`config.mk`:
```
export PLATFORM = sky130hd
export DESIGN_NAME = clock_alarm_controller
export DESIGN_NICKNAME = d
export VERILOG_FILES = /design/src/rtl/clock_alarm_controller.sv
export SDC_FILE = /design/constraint.sdc
export NUM_CORES = 1
export LEC_CHECK = 0
export BUFFER_PORTS_ARGS = -buffer_cell sky130_fd_sc_hd__buf_2
export CORE_UTILIZATION = 50
export CTS_CLUSTER_DIAMETER = 30
export DETAILED_ROUTE_END_ITERATION = 8
export GPL_TIMING_DRIVEN = 1
export PLACE_DENSITY = 0.77
export SETUP_SLACK_MARGIN = 0.1
export SLEW_MARGIN = 15
export SYNTH_ARGS = -nofsm -noshare
export SYNTH_HDL_FRONTEND = slang
export SYNTH_SLANG_ARGS = --single-unit
```
`constraint.sdc`:
```
create_clock -name CLK -period 2.3 [get_ports CLK]
set_clock_uncertainty 0.1 [all_clocks]
set_input_delay 0.23 -clock CLK [delete_from_list [all_inputs] [get_ports CLK]]
set_output_delay 0.23 -clock CLK [all_outputs]
set_load 0.01 [all_outputs]
```
`src/rtl/clock_alarm_controller.sv`:
```
// -----------------------------------------------------------------------------
// clock_alarm_controller
//   Alarm controller for a 24-hour BCD clock. Holds a validated alarm time and
//   raises Ringing on the rising edge of a time match. The ring stops on Stop,
//   on an alarm reload, or after RING_SEC seconds. Snooze parks the alarm for
//   SNOOZE_SEC seconds and then rings again, up to MAX_SNOOZE times per event.
//
//   Optional feature macro: ALARM_SNOOZE_EN
//     defined   -> SNOOZE state, snooze counter and Snooze handling present
//     undefined -> Snooze ignored, Snoozing and Snooze_count tied to 0
//
// Ports
//   CLK           in   rising-edge clock
//   Reset_n       in   asynchronous active-low reset
//   Time_in[23:0] in   current time, BCD HH:MM:SS
//   Tick_1s       in   one-cycle pulse per elapsed second
//   Alarm_enable  in   level, 1 = alarm armed
//   Alarm_set     in   strobe, load Alarm_in when it is a valid time
//   Alarm_in[23:0]in   new alarm time, BCD HH:MM:SS
//   Snooze        in   strobe
//   Stop          in   strobe
//   Alarm_out     out  stored alarm time
//   Ringing       out  high while ringing
//   Snoozing      out  high while snoozing
//   Snooze_count  out  snoozes used in the current alarm event
//   Set_err       out  one-cycle pulse after a rejected Alarm_set
// -----------------------------------------------------------------------------
module clock_alarm_controller #(
  parameter int RING_SEC   = 60,
  parameter int SNOOZE_SEC = 300,
  parameter int MAX_SNOOZE = 3
) (
  input  logic        CLK,
  input  logic        Reset_n,
  input  logic [23:0] Time_in,
  input  logic        Tick_1s,
  input  logic        Alarm_enable,
  input  logic        Alarm_set,
  input  logic [23:0] Alarm_in,
  input  logic        Snooze,
  input  logic        Stop,
  output logic [23:0] Alarm_out,
  output logic        Ringing,
  output logic        Snoozing,
  output logic [1:0]  Snooze_count,
  output logic        Set_err
);

  localparam int CNT_MAX = (RING_SEC > SNOOZE_SEC) ? RING_SEC : SNOOZE_SEC;
  localparam int CW      = $clog2(CNT_MAX + 1);
  localparam logic [CW-1:0] RING_LAST = CW'(RING_SEC - 1);

  typedef enum logic [1:0] {
    DISARMED,
    ARMED,
    RINGING
`ifdef ALARM_SNOOZE_EN
    , SNOOZE
`endif
  } state_t;

  state_t        state_q, state_d;
  logic [23:0]   alarm_q, alarm_d;
  logic [23:0]   prev_time_q;
  logic [CW-1:0] ring_cnt_q, ring_cnt_d;
  logic          ringing_q, set_err_q, set_err_d;
  logic          set_ok, match;

  // Hours 00-23, minutes and seconds 00-59, every nibble a decimal digit.
  function automatic logic time_valid(input logic [23:0] t);
    return (t[23:20] <= 4'd2) && (t[19:16] <= 4'd9) &&
           !((t[23:20] == 4'd2) && (t[19:16] > 4'd3)) &&
           (t[15:12] <= 4'd5) && (t[11:8] <= 4'd9) &&
           (t[7:4]   <= 4'd5) && (t[3:0]  <= 4'd9);
  endfunction

  assign set_ok = Alarm_set && time_valid(Alarm_in);
  // Rising match only: a time that sits on the alarm value fires once.
  assign match  = (Time_in == alarm_q) && (prev_time_q != alarm_q);

`ifdef ALARM_SNOOZE_EN
  localparam logic [CW-1:0] SNZ_LAST = CW'(SNOOZE_SEC - 1);
  logic [CW-1:0] snz_cnt_q, snz_cnt_d;
  logic [1:0]    snooze_count_q, snooze_count_d;
  logic          snoozing_q;
`else
  logic [1:0]    unused_cfg;
  assign unused_cfg = {Snooze, 1'b0} ^ 2'(MAX_SNOOZE);
`endif

  always_comb begin
    // NOTE: every signal gets a default first so no path can infer a latch.
    state_d    = state_q;
    alarm_d    = set_ok ? Alarm_in : alarm_q;
    set_err_d  = Alarm_set && !time_valid(Alarm_in);
    ring_cnt_d = '0;
`ifdef ALARM_SNOOZE_EN
    snz_cnt_d      = '0;
    snooze_count_d = snooze_count_q;
`endif
    if (!Alarm_enable) begin
      state_d = DISARMED;
`ifdef ALARM_SNOOZE_EN
      snooze_count_d = '0;
`endif
    end else begin
      unique case (state_q)
        DISARMED: state_d = ARMED;
        ARMED: begin
          if (!set_ok && match) begin
            state_d = RINGING;
`ifdef ALARM_SNOOZE_EN
            snooze_count_d = '0;
`endif
          end
        end
        RINGING: begin
          if (set_ok || Stop) begin
            state_d = ARMED;
`ifdef ALARM_SNOOZE_EN
          end else if (Snooze && (snooze_count_q < 2'(MAX_SNOOZE))) begin
            state_d        = SNOOZE;
            snooze_count_d = snooze_count_q + 2'd1;
`endif
          end else if (Tick_1s) begin
            if (ring_cnt_q == RING_LAST) state_d = ARMED;
            else ring_cnt_d = ring_cnt_q + 1'b1;
          end else begin
            ring_cnt_d = ring_cnt_q;
          end
        end
`ifdef ALARM_SNOOZE_EN
        SNOOZE: begin
          if (set_ok || Stop) begin
            state_d = ARMED;
          end else if (Tick_1s) begin
            if (snz_cnt_q == SNZ_LAST) state_d = RINGING;
            else snz_cnt_d = snz_cnt_q + 1'b1;
          end else begin
            snz_cnt_d = snz_cnt_q;
          end
        end
`endif
        default: state_d = DISARMED;
      endcase
    end
  end

  always_ff @(posedge CLK or negedge Reset_n) begin
    if (!Reset_n) begin
      state_q     <= DISARMED;
      alarm_q     <= 24'h060000;
      prev_time_q <= 24'h000000;
      ring_cnt_q  <= '0;
      ringing_q   <= 1'b0;
      set_err_q   <= 1'b0;
    end else begin
      // NOTE: non-blocking so every flop samples pre-edge values.
      state_q     <= state_d;
      alarm_q     <= alarm_d;
      prev_time_q <= Time_in;
      ring_cnt_q  <= ring_cnt_d;
      ringing_q   <= (state_d == RINGING);
      set_err_q   <= set_err_d;
    end
  end

`ifdef ALARM_SNOOZE_EN
  always_ff @(posedge CLK or negedge Reset_n) begin
    if (!Reset_n) begin
      snz_cnt_q      <= '0;
      snooze_count_q <= 2'd0;
      snoozing_q     <= 1'b0;
    end else begin
      snz_cnt_q      <= snz_cnt_d;
      snooze_count_q <= snooze_count_d;
      snoozing_q     <= (state_d == SNOOZE);
    end
  end
  assign Snoozing     = snoozing_q;
  assign Snooze_count = snooze_count_q;
`else
  assign Snoozing     = 1'b0;
  assign Snooze_count = 2'd0;
`endif

  assign Alarm_out = alarm_q;
  assign Ringing   = ringing_q;
  assign Set_err   = set_err_q;

endmodule

```
## Word-level counts from Yosys, hierarchy flattened

Cells that the tools add are included.

- Muxes and demuxes: 11
- $lt $le $gt $ge: 7
- Add/subtract/negate cells: 1
- Reduce and logical (&&, ||, !) cells: 16
- Equality and inequality tests: 8

Operators by type and width:

| cell | number |
|---|---|
| two-way mux 9 bit | 5 |
| equality test 24 bit | 1 |
| != test 24 bit | 1 |
| less-or-equal comparator 4 bit (second input constant) | 3 |
| logical AND 1 bit | 11 |
| two-way mux 2 bit | 5 |
| adder 9 x 1 -> 9 bit (second input constant) | 1 |
| equality test 9 x 6 -> 1 bit (second input constant) | 1 |
| less-or-equal comparator 4 x 3 -> 1 bit (second input constant) | 2 |
| case mux 2 bit (3 select lines) | 1 |
| equality test 2 bit (second input constant) | 2 |
| equality test 4 x 2 -> 1 bit (second input constant) | 1 |
| greater-than comparator 4 x 2 -> 1 bit (second input constant) | 1 |
| less-or-equal comparator 4 x 2 -> 1 bit (second input constant) | 1 |
| != test 4 bit (second input constant) | 1 |
| logical NOT 1 bit | 3 |
| equality test 2 x 1 -> 1 bit (second input constant) | 1 |
| logical NOT 2 bit | 1 |
| logical OR 1 bit | 1 |

- Bits in registers: 61
- Output and inout port bits: 29

## Logic depth before layout (Yosys ltp)

- Word-level depth: 15
- Depth in mapped cells: 7
- Depth with buffers taken out: 6

## Worst setup path before layout

OpenSTA, ideal clock, no wires.

- Path kind: register to register
- Start: reg alarm_q[17], in the netlist Alarm_out[17]
- End: reg state_q[0]
- Stages on the path, launching flop included: 6
- Path buffers: 0
- Setup slack: 423 ps
- Data required time: 2067 ps
- Clock period less this slack: 1877 ps
- Data arrival time: 1644 ps
- Cells stage by stage: dfstp_2 > xnor2_1 > nand4_1 > or4_1 > a211oi_2 > a21oi_2

- Word-level cells in the longest chain between the ends: 6
- Elaborated cells between the ends (all ways): 7
- Those cells by class: eq/ne: 2; mux: 3; reduce/logical: 2

Ends and longest elaborated chain:

| item | line | text |
|---|---|---|
| start, declared | 63 | `logic [23:0] alarm_q, alarm_d;` |
| start signal, assigned | 160 | `alarm_q <= alarm_d;` |
| equality test 24 bit or != test 24 bit (tied branches) | 79 | `assign match = (Time_in == alarm_q) && (prev_time_q != alarm_q);` |
| logical AND 1 bit * | 79 |  |
| logical AND 1 bit * | 110 | `if (!set_ok && match) begin` |
| two-way mux 2 bit * | 110 |  |
| case mux 2 bit (3 select lines) * | 107 | `unique case (state_q)` |
| two-way mux 2 bit * | 101 | `if (!Alarm_enable) begin` |
| via state_d[0] | 62 | `state_t state_q, state_d;` |
| end signal, assigned | 159 | `state_q <= state_d;` |
| end, declared | 62 |  |

Mark *: on every way through the listed nets, which the timed path passes. The rest lies on a longest branch.
A chain may end at the register's enable or synchronous reset.

## Worst setup path in the final report

- Start: in Time_in[22]
- End: reg state_q[0]

- Word-level cells in the longest chain between the ends: 6

Ends and longest elaborated chain:

| item | line | text |
|---|---|---|
| start, declared | 35 | `input logic [23:0] Time_in,` |
| equality test 24 bit | 79 |  |
| logical AND 1 bit | 79 |  |
| logical AND 1 bit | 110 |  |
| two-way mux 2 bit | 110 |  |
| case mux 2 bit (3 select lines) | 107 |  |
| two-way mux 2 bit | 101 |  |
| via state_d[0] | 62 |  |

The timed path passes the listed nets, and every way through them passes these cells.

==> flow_summary.ini <==
[detailed_routing]
wl_um = 6670
drcViolationCount = 0
drt_iter0_markers = 155
antenna_left = 0
vias = 2338
routedWlPerCell_um = 14.3
first_pass_iters = 4
vias_per_cell = 5.02

[place]
gp_congestion = 0.851
hpwl_um = 4820
placed_cell_area_um2 = 3320
port_buffers = 79

[global_route]
grt_pass1_wl_um = 10900
grt_antenna_before_repair = 0
grt_util_all_layers_pct = 24.1
grt_max_degree = 29
overflow = 0
grt_pass1_vias = 2300

[clock_tree]
cts_tree = built
cts_buffers = 9
cts_buffer_depth = 2
htreeDepth = 3
path_clk_slew_ps = 60
post_cts_buffers = 0
clock-sinks = 61
cts_root_buffer = clkbuf_8
clk_latency_ps = 330

[synthesis]
netlist_instances = 272
synthMostInstantiatedCell = nand2_1
synth_cell_types = 40
ys_top_cells_by_area = dfrtp_1 (52%), xnor2_1 (12%), nand2_1 (8.9%)
yosysWarnings = 0
async_flop_share_pct = 100
syn_avg_cell_area_um2 = 10.4
synth_top_cell_by_area = dfrtp_1
ys.flop_type = dfrtp_1
yosysSeqAreaShare_pct = 54.0
synth_edf_count = 0
synthDominantCellAreaShare_pct = 52.1
syn_area_um2 = 2830
ys_seq_elements = 61
yosys-top-cells-count = nand2_1 (67), dfrtp_1 (59), xnor2_1 (38)

[worst_setup_path]
cp-start-kind = input port
worstPathCellList = dlygate4sd3_1 -> buf_2 -> xnor2_1 -> nand4_1 -> or4_1 -> a211oi_4 -> a21oi_2
path_buf_inv = 2
critPathMaxFanout = 3
critPathTopFamily = simple AND/OR/NAND/NOR gates
rr_startpoint = Alarm_out[17]$_DFFE_PN1P_
path_class = input port to flop
crit_required_ps = 2410
cp-startpoint = Time_in[22]
crit_arrival_ps = 2210
slowest_delay_ps = 600
end_kind = flop
cp_slowest_cell = or4_1

[sta]
max-slew-margin-rel_pct = 65.0
hold_viol = 0
max_freq_mhz = 476
min_period_over_period_pct = 91.3
tns_ps = 0
holdWs_ps = 4.11
rsz0062_at_grt = false
tightestPinTransition_ps = 521
finalCriticalPeriod_ps = 2100
setup_violations = 0
drv_slew = 0

[run_status]
status = completed

[cells_and_area]
fin_nets = 446
antenna-diode-count = 0
syn2layout_area_growth_pct = 35.1
layout-drive-gt1-share_pct = 26.4
design_area_um2 = 3820
final_core_util_pct = 69.9

[pwr]
power_leakage_nw = 1.85
powerDensity_nw_per_um2 = 626
ir_drop_uv = 398
power_mw = 2.39

[die]
core_um2 = 5470
dieArea_um2 = 5970
rows = 27
fp.dieW_um = 77.3
start_util_pct = 51.7
io_pins = 84
die_h_um = 77.3

[min_path]
hp-class = input port to flop
hp-start = Alarm_in[4]

[run]
drv_cap = 0
==> sequential cells by signal, indices dropped and copies added, names as in the netlist <==
register	cells
ring_cnt_q	9
Ringing	1
prev_time_q	24
Set_err	1
Alarm_out	24
state_q	2
==> layer usage <==
metal | GRT usage (%) | vias to the layer above | wire [um]
met1 | 31.5 | 1104 | 2900
met4 | 10.8 | 0 | 157
met2 | 39.1 | 74 | 3270
met5 | 0 | - | 0
met3 | 4.40 | 18 | 339
li1 | - | 1142 | -
==> final timing paths <==
kind                       cells past startpoint                        end  slack, ps
min reg2reg                                    2  Alarm_out[17]$_DFFE_PN1P_        390
max                                            7       state_q[0]$_DFF_PN0_        200
max in group asynchronous                      3  Alarm_out[17]$_DFFE_PN1P_       1250
min                                            3   Alarm_out[4]$_DFFE_PN0P_          4
min in group asynchronous                      2          Ringing$_DFF_PN0_        190
max reg2reg                                    5       state_q[0]$_DFF_PN0_        270
==> per-stage QoR <==
stage,instances,worst slack [ps]
finish,466,200
floorplan,274,423
CTS,466,181
global placement,421,311
global route,466,130
detailed placement,421,248
==> cell type report <==
class                      count  area [um2]
multi-input combinational    201        1260
inverter                       2        7.51
timing repair buffer         115         741
fill                         417        1650
sequential                    61        1530
clock buffer                  14         163
clock inverter                 1        30.0
tap                           72        90.1
==> power by group <==
group	internal [mW]	total, mW	switching [mW]
Clock	0.556	0.931	0.376
Sequential	1.12	1.17	0.0435
Combinational	0.155	0.297	0.142
==> timing repair <==
| item | 4_1_cts | 5_1_grt |
|---|---|---|
| gates resized for setup | 0 | 2 |
| endpoints found under the setup margin | 0 | 3 |
| hold endpoints to repair | 37 | 0 |
| hold buffers | 30 | 0 |
==> cell families (layout without fill, tap and decap cells) <==
kind of cell | count (synthesis) | in the layout | synth area share, %
flip-flops | 61 | 61 | 54.0
buffers and inverters | 12 | 132 | 2.08
AND/OR/NAND/NOR | 118 | 118 | 20.2
XOR/XNOR | 49 | 49 | 15.2
AO/OA/AOI/OAI | 24 | 24 | 5.92
other | 1 | 3 | 0.132
adder cells (fa/ha/maj) | 1 | 1 | 0.442
multiplexers | 6 | 6 | 2.12
==> worst register-to-register path: cells and delay by family (launching register included) <==
kind,cells,cell delay (ps)
AOI/OAI and AO/OA,2,430
xor gates and xnor gates,1,120
DFF,1,560
and+or+nand+nor,2,690
==> layout by cell type (no fill, tap or decap), drive strengths merged, types with 2 or more instances in the layout <==
| cell | synthesis | layout |
|---|---|---|
| clkbuf | 5 | 14 |
| buf | 5 | 85 |
| o21ai | 6 | 6 |
| nor3 | 3 | 3 |
| nand4 | 11 | 11 |
| mux2i | 6 | 6 |
| inv | 2 | 2 |
| nor4 | 4 | 4 |
| dfrtp | 59 | 59 |
| xor2 | 11 | 11 |
| nand2b | 7 | 7 |
| nor2 | 7 | 7 |
| and2 | 4 | 4 |
| nand3 | 8 | 8 |
| a21o | 2 | 2 |
| dfstp | 2 | 2 |
| a21oi | 5 | 5 |
| conb | 1 | 3 |
| xnor2 | 38 | 38 |
| dlygate4sd3 | 0 | 30 |
| o21a | 3 | 3 |
| nand2 | 67 | 67 |
| and3 | 2 | 2 |
No activity file was read; power rests on OpenSTA's default activity.
